**src/rtl/mips_dump_sequencer.sv**
```systemverilog
// MIPS dump sequencer: streams PC, register file and data memory
// to a UART TX FIFO, MSB first. Optional PC word: DUMP_PC_EN.
module mips_dump_sequencer #(
   parameter int NB_DATA   = 32,
   parameter int NB_BYTE   = 8,
   parameter int N_REGS    = 32,
   parameter int MEM_WORDS = 128
) (
   input  logic               i_clk,
   input  logic               i_reset,
   input  logic               i_start,
   input  logic               i_abort,
   input  logic               i_tx_full,
   input  logic [NB_DATA-1:0] i_reg_data,
   input  logic [NB_DATA-1:0] i_mem_data,
   input  logic [NB_DATA-1:0] i_pc,
   output logic               o_wr_uart,
   output logic [NB_BYTE-1:0] o_tx_data,
   output logic [4:0]         o_reg_addr,
   output logic [NB_DATA-1:0] o_mem_addr,
   output logic               o_busy,
   output logic               o_done
);

   typedef enum logic [2:0] {
      ST_IDLE,
      ST_PC,
      ST_REG,
      ST_MEM,
      ST_DONE
   } state_t;

   localparam logic [4:0] LP_REG_LAST =
      5'(N_REGS - 1);
   localparam logic [NB_DATA-1:0] LP_MEM_LAST =
      NB_DATA'(4 * (MEM_WORDS - 1));
   localparam logic [NB_DATA-1:0] LP_MEM_STEP =
      NB_DATA'(4);

   state_t             r_state;
   logic [1:0]         r_byte_cnt;
   logic [4:0]         r_reg_addr;
   logic [NB_DATA-1:0] r_mem_addr;

   state_t             w_next_state;
   logic [1:0]         w_next_cnt;
   logic [4:0]         w_next_reg;
   logic [NB_DATA-1:0] w_next_mem;
   logic               w_wr;
   logic               w_done;
   logic               w_last_byte;
   logic [NB_DATA-1:0] w_word;
   logic [NB_BYTE-1:0] w_byte;

`ifndef DUMP_PC_EN
   logic               w_unused_pc;
   assign w_unused_pc = ^i_pc;
`endif

   assign w_last_byte = (r_byte_cnt == 2'd3);

   // State, byte counter and address registers
   always_ff @(posedge i_clk or negedge i_reset) begin
      if (!i_reset) begin
         r_state    <= ST_IDLE;
         r_byte_cnt <= 2'd0;
         r_reg_addr <= 5'd0;
         r_mem_addr <= '0;
      end else begin
         r_state    <= w_next_state;
         r_byte_cnt <= w_next_cnt;
         r_reg_addr <= w_next_reg;
         r_mem_addr <= w_next_mem;
      end
   end

   // Next-state, sequencing and strobe logic
   always_comb begin
      w_next_state = r_state;
      w_next_cnt   = r_byte_cnt;
      w_next_reg   = r_reg_addr;
      w_next_mem   = r_mem_addr;
      w_wr         = 1'b0;
      w_done       = 1'b0;
      if (i_abort) begin
         w_next_state = ST_IDLE;
         w_next_cnt   = 2'd0;
         w_next_reg   = 5'd0;
         w_next_mem   = '0;
      end else begin
         unique case (r_state)
            ST_IDLE: begin
               w_next_cnt = 2'd0;
               if (i_start) begin
`ifdef DUMP_PC_EN
                  w_next_state = ST_PC;
`else
                  w_next_state = ST_REG;
`endif
               end
            end
            ST_PC: begin
               if (!i_tx_full) begin
                  w_wr       = 1'b1;
                  w_next_cnt = r_byte_cnt + 2'd1;
                  if (w_last_byte) begin
                     w_next_state = ST_REG;
                  end
               end
            end
            ST_REG: begin
               if (!i_tx_full) begin
                  w_wr       = 1'b1;
                  w_next_cnt = r_byte_cnt + 2'd1;
                  if (w_last_byte) begin
                     if (r_reg_addr == LP_REG_LAST) begin
                        w_next_state = ST_MEM;
                     end else begin
                        w_next_reg = r_reg_addr + 5'd1;
                     end
                  end
               end
            end
            ST_MEM: begin
               if (!i_tx_full) begin
                  w_wr       = 1'b1;
                  w_next_cnt = r_byte_cnt + 2'd1;
                  if (w_last_byte) begin
                     if (r_mem_addr == LP_MEM_LAST) begin
                        w_next_state = ST_DONE;
                     end else begin
                        w_next_mem = r_mem_addr + LP_MEM_STEP;
                     end
                  end
               end
            end
            ST_DONE: begin
               w_done       = 1'b1;
               w_next_state = ST_IDLE;
               w_next_cnt   = 2'd0;
               w_next_reg   = 5'd0;
               w_next_mem   = '0;
            end
            default: begin
               w_next_state = ST_IDLE;
               w_next_cnt   = 2'd0;
               w_next_reg   = 5'd0;
               w_next_mem   = '0;
            end
         endcase
      end
   end

   // Word source for the current state; zero when nothing is sent
   always_comb begin
      w_word = '0;
      unique case (r_state)
`ifdef DUMP_PC_EN
         ST_PC:   w_word = i_pc;
`endif
         ST_REG:  w_word = i_reg_data;
         ST_MEM:  w_word = i_mem_data;
         default: w_word = '0;
      endcase
   end

   // Byte lane select, MSB first
   always_comb begin
      w_byte = '0;
      unique case (r_byte_cnt)
         2'd0: w_byte = w_word[NB_DATA-1 -: NB_BYTE];
         2'd1: w_byte = w_word[NB_DATA-1-NB_BYTE -: NB_BYTE];
         2'd2: w_byte = w_word[NB_DATA-1-2*NB_BYTE -: NB_BYTE];
         2'd3: w_byte = w_word[NB_DATA-1-3*NB_BYTE -: NB_BYTE];
         default: w_byte = '0;
      endcase
   end

   assign o_wr_uart  = w_wr;
   assign o_tx_data  = w_byte;
   assign o_reg_addr = r_reg_addr;
   assign o_mem_addr = r_mem_addr;
   assign o_busy     = (r_state != ST_IDLE);
   assign o_done     = w_done;

endmodule
```
**config.mk**
```make
export PLATFORM = sky130hd
export DESIGN_NAME = mips_dump_sequencer
export DESIGN_NICKNAME = d
export VERILOG_FILES = /design/src/rtl/mips_dump_sequencer.sv
export SDC_FILE = /design/constraint.sdc
export NUM_CORES = 1
export LEC_CHECK = 0
export CORE_MARGIN = 2
export CORE_UTILIZATION = 44
export DETAILED_ROUTE_END_ITERATION = 10
export GPL_ROUTABILITY_DRIVEN = 0
export GPL_TIMING_DRIVEN = 0
export HOLD_SLACK_MARGIN = 0.08
export PLACE_DENSITY = 0.88
export SYNTH_ARGS = -nofsm -noshare
export SYNTH_HDL_FRONTEND = slang
export SYNTH_SLANG_ARGS = --single-unit
```
**constraint.sdc**
```tcl
create_clock -name i_clk -period 6.63 [get_ports i_clk]
set_input_delay 1.6575 -clock i_clk [delete_from_list [all_inputs] [get_ports i_clk]]
set_output_delay 1.6575 -clock i_clk [all_outputs]
set_load 0.005 [all_outputs]
```
==> impl_metrics.json <==
{
  "fillers": 522,
  "finalClockSkew_ps": 11.2,
  "numPortBuffers": 114,
  "drt_iter0_markers": 205,
  "crit_type": "in2out",
  "maxCapViolCount": 0,
  "dr_wl_met2_mm": 4.38,
  "hold_buffers": 0,
  "globalRouteTotalUtil_pct": 24.7,
  "areaGrowthSynthToFinish_pct": 46.0,
  "num_antenna_cells": 0,
  "ios": 149,
  "async_flop_share_pct": 100,
  "cts_resized": 0,
  "top_layer": "met4",
  "cts_tree": "yes",
  "worst_pin_slew_ps": 904,
  "slowest_delay_ps": 460,
  "p_per_area_nw_per_um2": 126,
  "cp-start-kind": "input pin",
  "tns_ps": 0,
  "synthDistinctLibCells": 51,
  "synth_seq_area_share_pct": 34.7,
  "drc": 0,
  "clk_pin_slew_ps": 70,
  "cts_max_level": 2,
  "crit_slowest_cell": "clkdlybuf4s50_1",
  "start_util_pct": 45.5,
  "finalSetupViolations": 0,
  "synth_cells": 341,
  "die_h_um": 85.0,
  "relSlewSlack_pct": 39.7,
  "core_um2": 6350,
  "yosys_warnings": 0,
  "vdd_ir_drop_max_v": 0.000116,
  "period_minus_slack_ps": 5120,
  "worstSkewPairLatency_ps": 300,
  "post_cts_buffers": 0,
  "postLayoutCellArea_um2": 4220,
  "rsz0062_at_grt": "false",
  "crit_top_cell": "clkdlybuf4s50_1",
  "grt_max_degree": 41,
  "syn_area_per_cell_um2": 8.46,
  "place_area_um2": 4120,
  "outcome": "finished clean",
  "routed_wl_mm": 9.28,
  "ctsRootBufferMaster": "clkbuf_8",
  "nets": 571,
  "grt_pass1_wl_mm": 14.6,
  "grt_overflow": 0,
  "hp-class": "reg2reg",
  "die-area_um2": 7220,
  "mostFrequentLayoutCell": "clkdlybuf4s50_1",
  "synth-edff-count": 0,
  "die-width_um": 85.0,
  "fmax_ghz": 0.195,
  "critical_path_buf_inv_count": 2,
  "crit_chain": "clkdlybuf4s50_1 > a22o_1 > a221o_1 > a221oi_1 > nor3_1 > clkdlybuf4s50_1",
  "cp_max_fo": 2,
  "required_ps": 4970,
  "cts-buffers-inserted": 5,
  "via_per_inst": 6.09,
  "drive_above_1_share_pct": 6.68,
  "dominantRegCellSynth": "dfrtp_1",
  "detailedRoute.firstPassIterationCount": 5,
  "drv_slew": 0,
  "cp.arrival_ps": 3460,
  "final_cell_mix": "clkdlybuf4s50_1, dfrtp_1, nor2_1",
  "clock_path_buffers": 2,
  "final_antenna_net_count": 0,
  "dr_wl_met3_um": 872,
  "fin_crit_sh_pct": 77.2,
  "path_delay_family": "buffers and inverters",
  "grt_pass1_vias": 3079,
  "vias": 3296,
  "ys_ff_latch": 40,
  "cp-end-kind": "primary output",
  "clock_sinks": 40,
  "antenna_found_initial": 0,
  "hpwl_mm": 6.92,
  "wl_per_cell_um": 17.1,
  "synth_area_um2": 2890,
  "p_leak_uw": 0.00173,
  "rows": 29,
  "met1_length_mm": 3.85,
  "hold_viol_final": 0
}
==> worst paths after layout <==
check	slack [ps]	to	startpoint	cells after the start
setup / recovery	1510	o_tx_data[6]	i_mem_data[6]	6
hold / removal	560	o_mem_addr[31]$_DFFE_PN0P_	o_mem_addr[31]$_DFFE_PN0P_	1
setup reg to reg	4360	o_mem_addr[11]$_DFFE_PN0P_	o_mem_addr[2]$_DFFE_PN0P_	7
hold reg to reg	560	o_mem_addr[31]$_DFFE_PN0P_	o_mem_addr[31]$_DFFE_PN0P_	1
min in group asynchronous	1480	o_mem_addr[29]$_DFFE_PN0P_	i_reset	1
max in group asynchronous	4580	o_mem_addr[12]$_DFFE_PN0P_	i_reset	1
==> layout make-up <==
class	instances	area (µm²)	share of cell area, %
Tap cell	77	96.3	2.29
Clock buffer	6	82.6	1.96
Buffer	24	115	2.73
Sequential cell	40	1000	23.7
Clock inverter	2	10.0	0.237
Multi-Input combinational cell	275	1760	41.8
Inverter	3	11.3	0.267
Timing Repair Buffer	114	1140	27.0
==> worst reg2reg max path, delay by kind of cell (launching register included) <==
family                   cells  cell delay (ps)
adder cells (fa/ha/maj)      1              300
flip-flops                   1              440
buffers and inverters        1              310
AND/OR/NAND/NOR              3              880
AO/OA/AOI/OAI                2              260
==> power by group <==
part	leakage (µW)	switching, µW	total (µW)	internal [µW]
sequential	0.000557	1.60	247	245
combinational	0.00112	47.8	113	64.9
clock	0.0000510	89.6	173	83.1
==> Yosys cell counts, types with 9 or more instances <==
| cell | number | share of area, % |
|---|---|---|
| xor2_1 | 10 | 3.0 |
| nand4_1 | 13 | 2.8 |
| nor3_1 | 15 | 2.6 |
| a221o_1 | 10 | 3.5 |
| a21oi_1 | 20 | 3.5 |
| dfrtp_1 | 40 | 35 |
| nor4_1 | 9 | 2.0 |
| nand2_1 | 33 | 4.3 |
| a22o_1 | 18 | 5.5 |
| nand3_1 | 13 | 2.3 |
| clkbuf_1 | 11 | 1.4 |
| nor2_1 | 39 | 5.1 |
==> routing by layer <==
| layer | track usage, % | vias up |
|---|---|---|
| met1 | 32.8 | 1547 |
| met2 | 40.8 | 190 |
| met4 | 7.79 | 0 |
| li1 | - | 1540 |
| met3 | 4.86 | 19 |
| met5 | 0 | - |
==> per-stage QoR <==
| step | util [%] | cells | setup slack [ps] | hold slack, ps | total power [µW] |
|---|---|---|---|---|---|
| after CTS | 66.4 | 541 | 1510 | 563 | 534 |
| after floorplan | - | 342 | 2460 | 533 | 294 |
| after global routing | 66.4 | 541 | 1320 | 620 | 556 |
| after global placement | 65.0 | 533 | 1490 | 546 | 362 |
| after detailed placement | 64.9 | 533 | 1500 | 538 | 364 |
| final | 66.4 | 541 | 1510 | 561 | 532 |
==> logic make-up after synthesis <==
family                   Yosys count  synth area share [%]
AO/OA/AOI/OAI                     81                  20.9
XOR/XNOR                          16                  4.85
adder cells (fa/ha/maj)            7                  3.03
buffers and inverters             27                  4.38
flip-flops                        40                  34.7
multiplexers                       2                 0.737
other                              1                 0.130
AND/OR/NAND/NOR                  167                  31.3
==> sequential cells by signal, summed over array words and instances (netlist names) <==
signal / cells
r_state: 3
o_mem_addr: 30
r_byte_cnt: 2
o_reg_addr: 5
No activity file was read; power rests on OpenSTA's default activity.
